File: config.mk
export PLATFORM = sky130hd
export DESIGN_NAME = seq_decoder
export DESIGN_NICKNAME = d
export VERILOG_FILES = /design/src/rtl/seq_decoder_pkg.sv /design/src/rtl/onehot_decoder.sv /design/src/rtl/seq_decoder.sv
export SDC_FILE = /design/constraint.sdc
export NUM_CORES = 1
export LEC_CHECK = 0
export BUFFER_PORTS_ARGS = -buffer_cell sky130_fd_sc_hd__buf_2
export CAP_MARGIN = 25
export CORE_MARGIN = 2
export CORE_UTILIZATION = 35
export DETAILED_ROUTE_END_ITERATION = 8
export SETUP_SLACK_MARGIN = 0.05
export SLEW_MARGIN = 20
export SYNTH_ARGS = -nofsm -noshare
export SYNTH_HDL_FRONTEND = slang
export SYNTH_SLANG_ARGS = --single-unit
File: constraint.sdc
create_clock -name clk -period 1.8 [get_ports clk]
set_input_delay 0.18 -clock clk [delete_from_list [all_inputs] [get_ports clk]]
set_output_delay 0.18 -clock clk [all_outputs]
set_load 0.03 [all_outputs]
File: src/rtl/seq_decoder_pkg.sv
// Shared definitions for seq_decoder: mode encodings, FSM state enum and
// the pulse-counter width helper.
// Imported by seq_decoder and onehot_decoder.
package seq_decoder_pkg;

    // Operating mode, sampled together with an accepted load.
    // 2'b11 is reserved and decodes as LEVEL.
    localparam logic [1:0] MODE_LEVEL = 2'b00;
    localparam logic [1:0] MODE_PULSE = 2'b01;
    localparam logic [1:0] MODE_SCAN  = 2'b10;

    typedef enum logic [1:0] {
        ST_IDLE  = 2'd0,
        ST_HOLD  = 2'd1,
        ST_PULSE = 2'd2,
        ST_SCAN  = 2'd3
    } state_t;

    // The pulse counter counts down from len-1 to 0, so it only has to
    // hold len-1. At least one bit is kept so the vector is never empty.
    function automatic int pulse_cnt_w(input int len);
        return (len <= 2) ? 1 : $clog2(len);
    endfunction

endpackage

File: src/rtl/onehot_decoder.sv
// Combinational index-to-one-hot decoder.
// Ports: idx (ADDR_W) in, onehot (NUM_OUT) out; an idx >= NUM_OUT gives all zeros.
// Latency: 0 cycles, no flow control.
module onehot_decoder
    import seq_decoder_pkg::*;
#(
    parameter int ADDR_W  = 2,
    parameter int NUM_OUT = 4
) (
    input  logic [ADDR_W-1:0]  idx,
    output logic [NUM_OUT-1:0] onehot
);

    always_comb begin
        onehot = '0;
        for (int i = 0; i < NUM_OUT; i++) begin
            onehot[i] = (32'(idx) == i);
        end
    end

endmodule

File: src/rtl/seq_decoder.sv
// Sequenced one-hot decoder with LEVEL / PULSE / SCAN modes and enable stall.
// Ports: clk, reset (async, active-high), enable, load, mode, address in;
//        ready, out, cur_addr, done out (+ err when SEQ_DECODER_RANGE_CHECK_EN is defined).
// Latency: out follows an accepted load by one cycle; load is taken only when ready & enable.
module seq_decoder
    import seq_decoder_pkg::*;
#(
    parameter int ADDR_W    = 2,
    parameter int NUM_OUT   = 4,
    parameter int PULSE_LEN = 1
) (
    input  logic               clk,
    input  logic               reset,
    input  logic               enable,
    input  logic               load,
    input  logic [1:0]         mode,
    input  logic [ADDR_W-1:0]  address,
    output logic               ready,
    output logic [NUM_OUT-1:0] out,
    output logic [ADDR_W-1:0]  cur_addr,
    output logic               done
`ifdef SEQ_DECODER_RANGE_CHECK_EN
    ,
    output logic               err
`endif
);

    localparam int CW = pulse_cnt_w(PULSE_LEN);

    state_t              state, state_nxt;
    logic [CW-1:0]       cnt, cnt_nxt;
    logic [ADDR_W-1:0]   addr_nxt;
    logic [NUM_OUT-1:0]  dec, out_nxt;
    logic                done_nxt;
    logic                accept;
    logic                scan_last;

    assign ready  = (state == ST_IDLE) || (state == ST_HOLD);
    assign accept = load && ready && enable;

    // Cast up so the compare stays meaningful when NUM_OUT == 2**ADDR_W.
    assign scan_last = (32'(cur_addr) >= NUM_OUT - 1);

    // Decode the index that will be current after this edge, so out is
    // registered in step with cur_addr.
    onehot_decoder #(
        .ADDR_W  (ADDR_W),
        .NUM_OUT (NUM_OUT)
    ) u_dec (
        .idx    (addr_nxt),
        .onehot (dec)
    );

    always_ff @(posedge clk or posedge reset) begin
        if (reset) begin
            state    <= ST_IDLE;
            cnt      <= '0;
            cur_addr <= '0;
            out      <= '0;
            done     <= 1'b0;
        end else begin
            state    <= state_nxt;
            cnt      <= cnt_nxt;
            cur_addr <= addr_nxt;
            out      <= out_nxt;
            done     <= done_nxt;
        end
    end

    always_comb begin
        state_nxt = state;
        cnt_nxt   = cnt;
        addr_nxt  = cur_addr;
        done_nxt  = 1'b0;

        // With enable low everything holds; only out and done drop to 0.
        if (enable) begin
            if (accept) begin
                addr_nxt = address;
                case (mode)
                    MODE_PULSE: begin
                        state_nxt = ST_PULSE;
                        cnt_nxt   = CW'(PULSE_LEN - 1);
                        done_nxt  = (PULSE_LEN == 1);
                    end
                    MODE_SCAN: begin
                        state_nxt = ST_SCAN;
                        done_nxt  = (32'(address) >= NUM_OUT - 1);
                    end
                    default: state_nxt = ST_HOLD;
                endcase
            end else begin
                case (state)
                    ST_PULSE: begin
                        // cnt == 0 marks the final visible cycle of the pulse.
                        if (cnt == '0) begin
                            state_nxt = ST_IDLE;
                        end else begin
                            cnt_nxt  = cnt - 1'b1;
                            done_nxt = (cnt == CW'(1));
                        end
                    end
                    ST_SCAN: begin
                        if (scan_last) begin
                            state_nxt = ST_IDLE;
                        end else begin
                            addr_nxt = cur_addr + 1'b1;
                            done_nxt = (32'(addr_nxt) == NUM_OUT - 1);
                        end
                    end
                    default: ;
                endcase
            end
        end

        out_nxt = (enable && (state_nxt != ST_IDLE)) ? dec : '0;
    end

`ifdef SEQ_DECODER_RANGE_CHECK_EN
    // Sticky flag for any accepted out-of-range index.
    always_ff @(posedge clk or posedge reset) begin
        if (reset) begin
            err <= 1'b0;
        end else if (accept && (32'(address) >= NUM_OUT)) begin
            err <= 1'b1;
        end
    end
`endif

endmodule
==> impl_metrics.toml, run 1 <==
[final_layout]
utilization_pct = 45.6
layout_common_cells = "15 x buf_2, 9 x dfrtp_1, 7 x inv_1, 4 x o21ai_0"
nNetsFinal = 81
drive_above_1_share_pct = 39.1
stdcell_count = 85
insertedDiodeCount = 0
fill_cells = 147
final_common_cell = "buf_2"
syn_to_final_growth_pct = 19.1

[timing]
worst_pin_slew_ns = 0.362
rsz0062_at_grt = "no"
maxSlewViolCount = 0
relSlewSlack_pct = 75.9
finalHoldViolCount = 0
fmaxAchievable_ghz = 0.663
clock_skew_ns = 0.000484
finalCritPeriodShare_pct = 83.8
period_needed_ns = 1.51
tns_ns = 0
setup_ws_ns = 0.292
setup_violations = 0

[synthesis]
synth_top_cell_by_area = "dfrtp_1"
ys_top_cells_by_area = "dfrtp_1 38%, ha_1 6.4%, nor4b_2 5.1%"
synth_cells = 51
synth-seq-cells = 9
syn_area_um2 = 591
yosys.cell_types.count = 27
synth_top_area_share_pct = 38.1
yosysSeqAreaShare_pct = 38.1
yosysWarnings = 0
avgSynthCellArea_um2 = 11.6
synth.net_count = 62

[clock_network]
clock-sinks = 9
clk_path_buf_depth = 2
postCtsHoldBufs = 1
htree_levels = 1
path_clk_slew_ns = 0.06
cts_setup_buffers = 0
cts_tree = "done"
cts-root-buf = "clkbuf_4"
cts_buffers = 3
clk-insertion-delay-late_ns = 0.26
cts_resized = 0

[pwr]
power.density_nw_per_um2 = 1420
combPwrFrac_pct = 46.9
power.total_mw = 0.999
swShare_pct = 45.7
power_frac_seq_pct = 37.2
p_leak_nw = 0.333
p_switching_mw = 0.456
internal-power_mw = 0.543
ir_worst_vdd_uv = 773
clkPwrFrac_pct = 15.9

[setup_path]
crit_fanout = 10
timing.critical_path.arrival_ns = 1.68
cp-end-kind = "register"
r2r_setup_slack_ns = 0.29
start_kind = "register"
crit_type = "reg -> reg"
required_ns = 1.97

[detailed_routing]
wl_per_cell_um = 13.3
post_drt_via_cell_ratio = 5.16
vias = 439
remaining_drc_errors = 0
drt_iter0_drc = 4
routed_wl_um = 1130
ant_nets = 0
firstDrtPassIters = 4

[grt]
grt_pass1_wl_um = 1960
grt_overflow = 0
antenna_found_initial = 0
grt_pass1_vias = 436
grt.total_usage_pct = 13.8
grt_max_degree = 11

[placement]
portBuffers = 15
dp_hpwl_um = 870
dp.cells = 80
gp_congestion = 0.792
pre_cts_slack_ns = 0.299

[floorplanning]
ios = 16
fp.dieH_um = 45.1
start_util_pct = 38.3
fp.dieW_um = 45.1
die_area_um2 = 2030
design.core.area_um2 = 1540
rows = 14

[outcome]
outcome = "finished clean"

[flow_run]
max_cap_viol_count = 0

[worst_hold_path]
hold_path.class = "in -> reg"
-- area by class of cell --
| class | instances | area [um^2] | share of cell area [%] |
|---|---|---|---|
| clock buffer | 4 | 26.3 | 3.74 |
| inverter | 7 | 26.3 | 3.74 |
| multi-input combinational | 33 | 320 | 45.6 |
| sequential | 9 | 225 | 32.0 |
| tap | 16 | 20.0 | 2.85 |
| timing repair buffer | 16 | 85.1 | 12.1 |
-- final timing paths --
check	start	end	depth (start not counted)
setup / recovery	state[1]	out[0]	3
hold / removal	enable	cur_addr[0]	2
setup reg to reg	state[1]	out[0]	3
hold reg to reg	cur_addr[1]	done	2
max in group asynchronous	reset	state[1]	3
min in group asynchronous	reset	out[2]	3
-- state kept, by name, indices dropped and copies added (netlist names) --
signal	flops
cur_addr	2
done	1
out	4
state	2
-- cell families (layout without fill, tap and decap cells) --
group | Yosys count | count (layout) | share of synthesized area [%]
compound gates | 15 | 15 | 22.0
simple gates | 14 | 14 | 23.3
flops | 9 | 9 | 38.1
buf+inv | 9 | 27 | 7.63
fa+ha+maj | 3 | 3 | 6.36
mux | 1 | 1 | 2.54
-- routing by layer --
metal	part of all wire, %	up-vias	global-route usage (%)
met5	0	-	0
met3	6.7	0	7.60
met2	46	14	19.7
met1	47	201	18.1
met4	0	0	3.53
li1	-	224	-
-- synthesized netlist by cell type --
| cell type | number |
|---|---|
| o31ai_1 | 1 |
| a32oi_2 | 1 |
| or3_1 | 1 |
| and4b_1 | 1 |
| or2_0 | 1 |
| nand2b_4 | 1 |
| nand4b_1 | 2 |
| a311oi_4 | 1 |
| dfrtp_1 | 9 |
| a31oi_1 | 1 |
| nand2_1 | 1 |
| nor4bb_4 | 1 |
| mux2_4 | 1 |
| nand3_2 | 1 |
| a21oi_1 | 3 |
| o221ai_2 | 1 |
| inv_1 | 7 |
| nor4b_2 | 2 |
| a21boi_0 | 2 |
| o21ai_0 | 4 |
| a2bb2oi_1 | 1 |
| ha_1 | 3 |
| nor2_1 | 1 |
| nand3_1 | 1 |
| buf_4 | 1 |
| buf_6 | 1 |
| nor4_1 | 1 |
-- worst max-delay path, stage by stage (launching register included) --
cell and delay (ns):
dfrtp_1 0.55, mux2_4 0.35, o221ai_2 0.25, nor4b_2 0.26
-- per-stage QoR --
| step | area (um^2) | hold WS [ns] |
|---|---|---|
| floorplan | 591 | 0.00792 |
| global placement | 667 | 0.158 |
| detailed placement | 667 | 0.164 |
| CTS | 703 | 0.184 |
| global route | 703 | 0.199 |
| finish | 703 | 0.186 |
-- power groups by stage --
stage	clock [mW]	sequential (mW)	combinational [mW]
after floorplan	0	0.407	0.346
after global placement	0	0.376	0.461
after detailed placement	0	0.373	0.469
after CTS	0.164	0.370	0.473
after global routing	0.171	0.392	0.504
final	0.159	0.372	0.468
Power figures use the tool's default switching activity.
==> run 2: changes to the inputs <==
Settings changed: ABC_AREA set to 1.
Clock period 1.8 ns to 1.35 ns, I/O delays scaled along.
==> impl_metrics.toml, run 2 <==
[synthesis]
yosysWarnings = 0
synth_cells = 75
yosysMostFrequentCell = "nand2_1"
avgSynthCellArea_um2 = 7.37
ys.flop_type = "dfrtp_1"
synth.net_count = 86
synth-seq-cells = 9
synthArstFlopShare_pct = 100
syn_area_um2 = 553
yosysSeqAreaShare_pct = 40.7
synth_top_area_share_pct = 40.7
yosys-top-cells-count = "22 x nand2_1, 11 x inv_1, 10 x nor2_1"
ys_top_cells_by_area = "dfrtp_1 41%, nand2_1 15%, inv_1 7.5%"
synth_top_cell_by_area = "dfrtp_1"
synth_edf_count = 0
yosys.cell_types.count = 17

[detailed_routing]
vias = 526
drt_iter0_drc = 9
firstDrtPassIters = 4
post_drt_via_cell_ratio = 4.78
remaining_drc_errors = 0
ant_nets = 0
routedLengthMet1_um = 472
wl_per_cell_um = 9.65
highest_layer = "met4"
wl_met3_um = 56
routed_wl_um = 1060
dr_wl_met2_um = 491

[grt]
grt_overflow = 0
grt_max_degree = 10
grt.total_usage_pct = 13.4
grt_pass1_wl_um = 1770
antenna_found_initial = 0
grt_pass1_vias = 444

[floorplanning]
fp.dieH_um = 43.8
ios = 16
die_area_um2 = 1910
rows = 14
fp.dieW_um = 43.8
start_util_pct = 37.1
design.core.area_um2 = 1490

[timing]
setup_violations = 0
relSlewSlack_pct = 77.6
finalCritPeriodShare_pct = 89.2
worst_pin_slew_ns = 0.335
finalHoldViolCount = 0
tns_ns = 0
clock_skew_ns = 0.00411
fmaxAchievable_ghz = 0.830
maxSlewViolCount = 0
period_needed_ns = 1.20
fin_hold_ws_ns = 0.206
setup_ws_ns = 0.146
rsz0062_at_grt = "no"

[setup_path]
timing.critical_path.arrival_ns = 1.40
cpPeakStageDelay_ns = 0.43
crit_chain = "inv_2, nand3_4, or2_4, nand3_2, nand2_2, nor2_1"
cp-end-kind = "register"
r2r_setup_slack_ns = 0.15
start_kind = "register"
slowest_stage = "dfrtp_1"
ff2ff_path_depth = 6
crit_type = "reg -> reg"
cp_top_family = "simple AND/OR/NAND/NOR gates"
crit_fanout = 6
required_ns = 1.55
crit_buf_inv = 1
cp.depth = 6

[final_layout]
final_common_cell = "nand2_1"
largest-register = "out"
insertedDiodeCount = 0
layout_common_cells = "22 x nand2_1, 15 x buf_2, 11 x inv_1, 9 x nor2_1, 8 x dfrtp_1"
syn_to_final_growth_pct = 22.4
largest_reg_flops = 4
reg_top3 = "out (4), cur_addr (2), state (2)"
nNetsFinal = 106
drive_above_1_share_pct = 28.7
design_area_um2 = 677

[pwr]
power.density_nw_per_um2 = 1350
ir_worst_vdd_uv = 509
p_leak_nw = 0.409

[clock_network]
path_clk_slew_ns = 0.06
clock-sinks = 9
cts-root-buf = "clkbuf_4"
clk_path_buf_depth = 2
cts_buffers = 3
cts_setup_buffers = 0
cts_tree = "done"
clk-insertion-delay-late_ns = 0.27
htree_levels = 1

[worst_hold_path]
hold_path.class = "in -> reg"
hold-path-cell-count = 3

[placement]
gp_congestion = 0.792
pre_cts_slack_ns = 0.0689
portBuffers = 15
dp_hpwl_um = 879
place_area_um2 = 637

[flow_run]
max_cap_viol_count = 0

[outcome]
outcome = "finished clean"
run 2: cells by family after synthesis:
kind of cell	share of synthesized area, %
adders and majority gates	6.79
buffers and inverters	10.9
AOI/OAI and AO/OA	2.71
DFF	40.7
and+or+nand+nor	38.9
run 2: worst min-delay path, cell delays in order:
cell	delay [ns]
buf_2	0.09
nor2_1	0.06
nor2_2	0.14
run 2: area by class of cell:
type                       instances  area, um^2
timing repair buffer              16        85.1
inverter                          13        48.8
multi-input combinational         52         270
sequential                         9         226
clock buffer                       4        26.3
fill                             158         812
tap                               16        20.0
run 2: final timing paths:
| kind | from | end |
|---|---|---|
| max | state[1] | out[0] |
| min | address[1] | cur_addr[1] |
| max reg2reg | state[1] | out[0] |
| min reg2reg | cur_addr[1] | done |
| max in group asynchronous | reset | cur_addr[0] |
| min in group asynchronous | reset | cur_addr[1] |
run 2: where the power goes:
part	switching [mW]	leakage (nW)	total, mW	internal, mW
clock	0.0988	0.0150	0.213	0.114
sequential	0.0434	0.113	0.361	0.318
combinational	0.235	0.280	0.343	0.108
run 2: repair_timing:
action	in CTS	in global routing
endpoints found under the setup margin	0	3
resized for setup	0	2
hold buffers	1	0
hold endpoints to repair	9	0
run 2: metal layers:
metal	GRT usage, %	vias to the layer above
li1	-	267
met1	16.9	236
met2	18.8	18
met3	2.50	5
met4	12.7	0
met5	0	-
run 2: per-stage QoR:
stage                     instances  power [mW]  util, %
final                           110       0.917     45.5
after detailed placement        105       0.707     42.8
after floorplan                  75       0.615        -
after CTS                       110       0.926     45.2
after global placement          105       0.711     42.8
after global routing            110       0.982     45.5
==> run 3: changes to the inputs <==
Settings changed: CELL_PAD_IN_SITES_DETAIL_PLACEMENT set to 0, CELL_PAD_IN_SITES_GLOBAL_PLACEMENT set to 2, CORE_UTILIZATION 35 to 23, PLACE_DENSITY_LB_ADDON set to 0.1.
==> impl_metrics.toml, run 3 (synthesis gave the netlist of run 2 again) <==
[clock_network]
cts_tree = "done"
clk-insertion-delay-late_ns = 0.26
cts_buffers = 3
path_clk_slew_ns = 0.06
clk_path_buf_depth = 2
clock-sinks = 9
htree_levels = 1
cts-root-buf = "clkbuf_4"

[setup_path]
crit_fanout = 5
cp-end-kind = "register"
endpoint = "out[2]"
slowest_stage = "dfrtp_2"
ff2ff_path_depth = 6
start_kind = "register"
required_ns = 1.55
cp-startpoint = "state[1]"
crit_chain = "inv_2, nand3_4, or2_4, nand3_2, nand2_2, nor2_2"
cpPeakStageDelay_ns = 0.44
r2r-start = "state[1]"
crit_buf_inv = 1
timing.critical_path.arrival_ns = 1.42
cp.depth = 6
cp_top_family = "simple AND/OR/NAND/NOR gates"
r2r_setup_slack_ns = 0.13
reg2reg_to = "out[2]"
crit_type = "reg -> reg"

[final_layout]
nNetsFinal = 107
fill_cells = 267
largest-register = "out"
final_common_cell = "nand2_1"
insertedDiodeCount = 0
reg_top3 = "out (4), cur_addr (2), state (2)"
largest_reg_flops = 4
syn_to_final_growth_pct = 27.4
drive_above_1_share_pct = 31.6
stdcell_count = 123
layout_common_cells = "21 x nand2_1, 15 x buf_2, 11 x inv_1, 8 x nor2_1, 8 x dfrtp_1"

[timing]
setup_violations = 0
fmaxAchievable_ghz = 0.820
setup_ws_ns = 0.130
period_needed_ns = 1.22
worst_pin_slew_ns = 0.342
clock_skew_ns = 0.00263
finalHoldViolCount = 0
rsz0062_at_grt = "no"
fin_hold_ws_ns = 0.196
finalCritPeriodShare_pct = 90.4
tns_ns = 0
relSlewSlack_pct = 77.1
maxSlewViolCount = 0

[floorplanning]
fp.dieH_um = 53.0
die_area_um2 = 2810
fp.dieW_um = 53.0
design.core.area_um2 = 2230
ios = 16
rows = 17
start_util_pct = 24.8

[grt]
grt_max_degree = 10
grt_overflow = 0
grt.total_usage_pct = 11.7
grt_pass1_wl_um = 2260
antenna_found_initial = 0
grt_pass1_vias = 515

[detailed_routing]
post_drt_via_cell_ratio = 4.24
vias = 522
wl_per_cell_um = 10.4
drt_iter0_drc = 5
remaining_drc_errors = 0
ant_nets = 0
routed_wl_um = 1270
firstDrtPassIters = 4

[placement]
portBuffers = 15
pre_cts_slack_ns = 0.0880
dp.cells = 118
dp_hpwl_um = 1070
gp_congestion = 0.785

[flow_run]
max_cap_viol_count = 0

[pwr]
power.density_nw_per_um2 = 1330
ir_worst_vdd_uv = 441
p_leak_nw = 0.414

[outcome]
outcome = "finished clean"

[worst_hold_path]
hold_path.class = "in -> reg"
-- run 3: what timing repair did --
action / 4_1_cts / 5_1_grt
hold endpoints to repair: 9 / 0
setup endpoints to repair: 0 / 4
gates resized for setup: 0 / 4
hold buffers: 1 / 0
buffers inserted: 0 / 0
-- run 3: worst min path at each step --
| stage | to | startpoint | depth (start not counted) | slack, ns |
|---|---|---|---|---|
| CTS | cur_addr[1] | address[1] | 3 | 0.20 |
| global placement | done | reset | 2 | 0.12 |
| global route | cur_addr[1] | address[1] | 3 | 0.21 |
| finish | cur_addr[1] | address[1] | 3 | 0.20 |
| detailed placement | done | reset | 2 | 0.12 |
| floorplan | cur_addr[0] | reset | 1 | -0.04 |
-- run 3: final cells by class --
type	count	area (um^2)	share of cell area, %
clock buffer	4	26.3	3.73
inverter	13	48.8	6.93
multi-input combinational	52	275	39.1
sequential	9	226	32.1
tap	28	35.0	4.97
timing repair buffer	17	92.6	13.1
-- run 3: worst reg2reg max path, delay by kind of cell (launching register included) --
| kind | cells | cell delay [ns] |
|---|---|---|
| AND/OR/NAND/NOR | 5 | 0.61 |
| flip-flops | 1 | 0.44 |
| buffers and inverters | 1 | 0.11 |
-- run 3: per-layer routing --
metal,wire (um),up-vias,track usage [%]
li1,-,267,-
met1,587,237,14.6
met2,585,13,17.3
met3,44,5,1.13
met4,57,0,11.5
met5,0,-,0
-- run 3: metrics by stage --
step / cell area, um^2 / utilization, % / total power [mW]
floorplan: 553 / - / 0.615
global placement: 659 / 29.5 / 0.741
detailed placement: 659 / 29.5 / 0.723
CTS: 696 / 31.1 / 0.944
global route: 704 / 31.5 / 1.02
finish: 704 / 31.5 / 0.938
-- run 3: power breakdown --
group	switching [mW]	internal (mW)
Sequential	0.0441	0.317
Clock	0.0999	0.114
Combinational	0.248	0.115
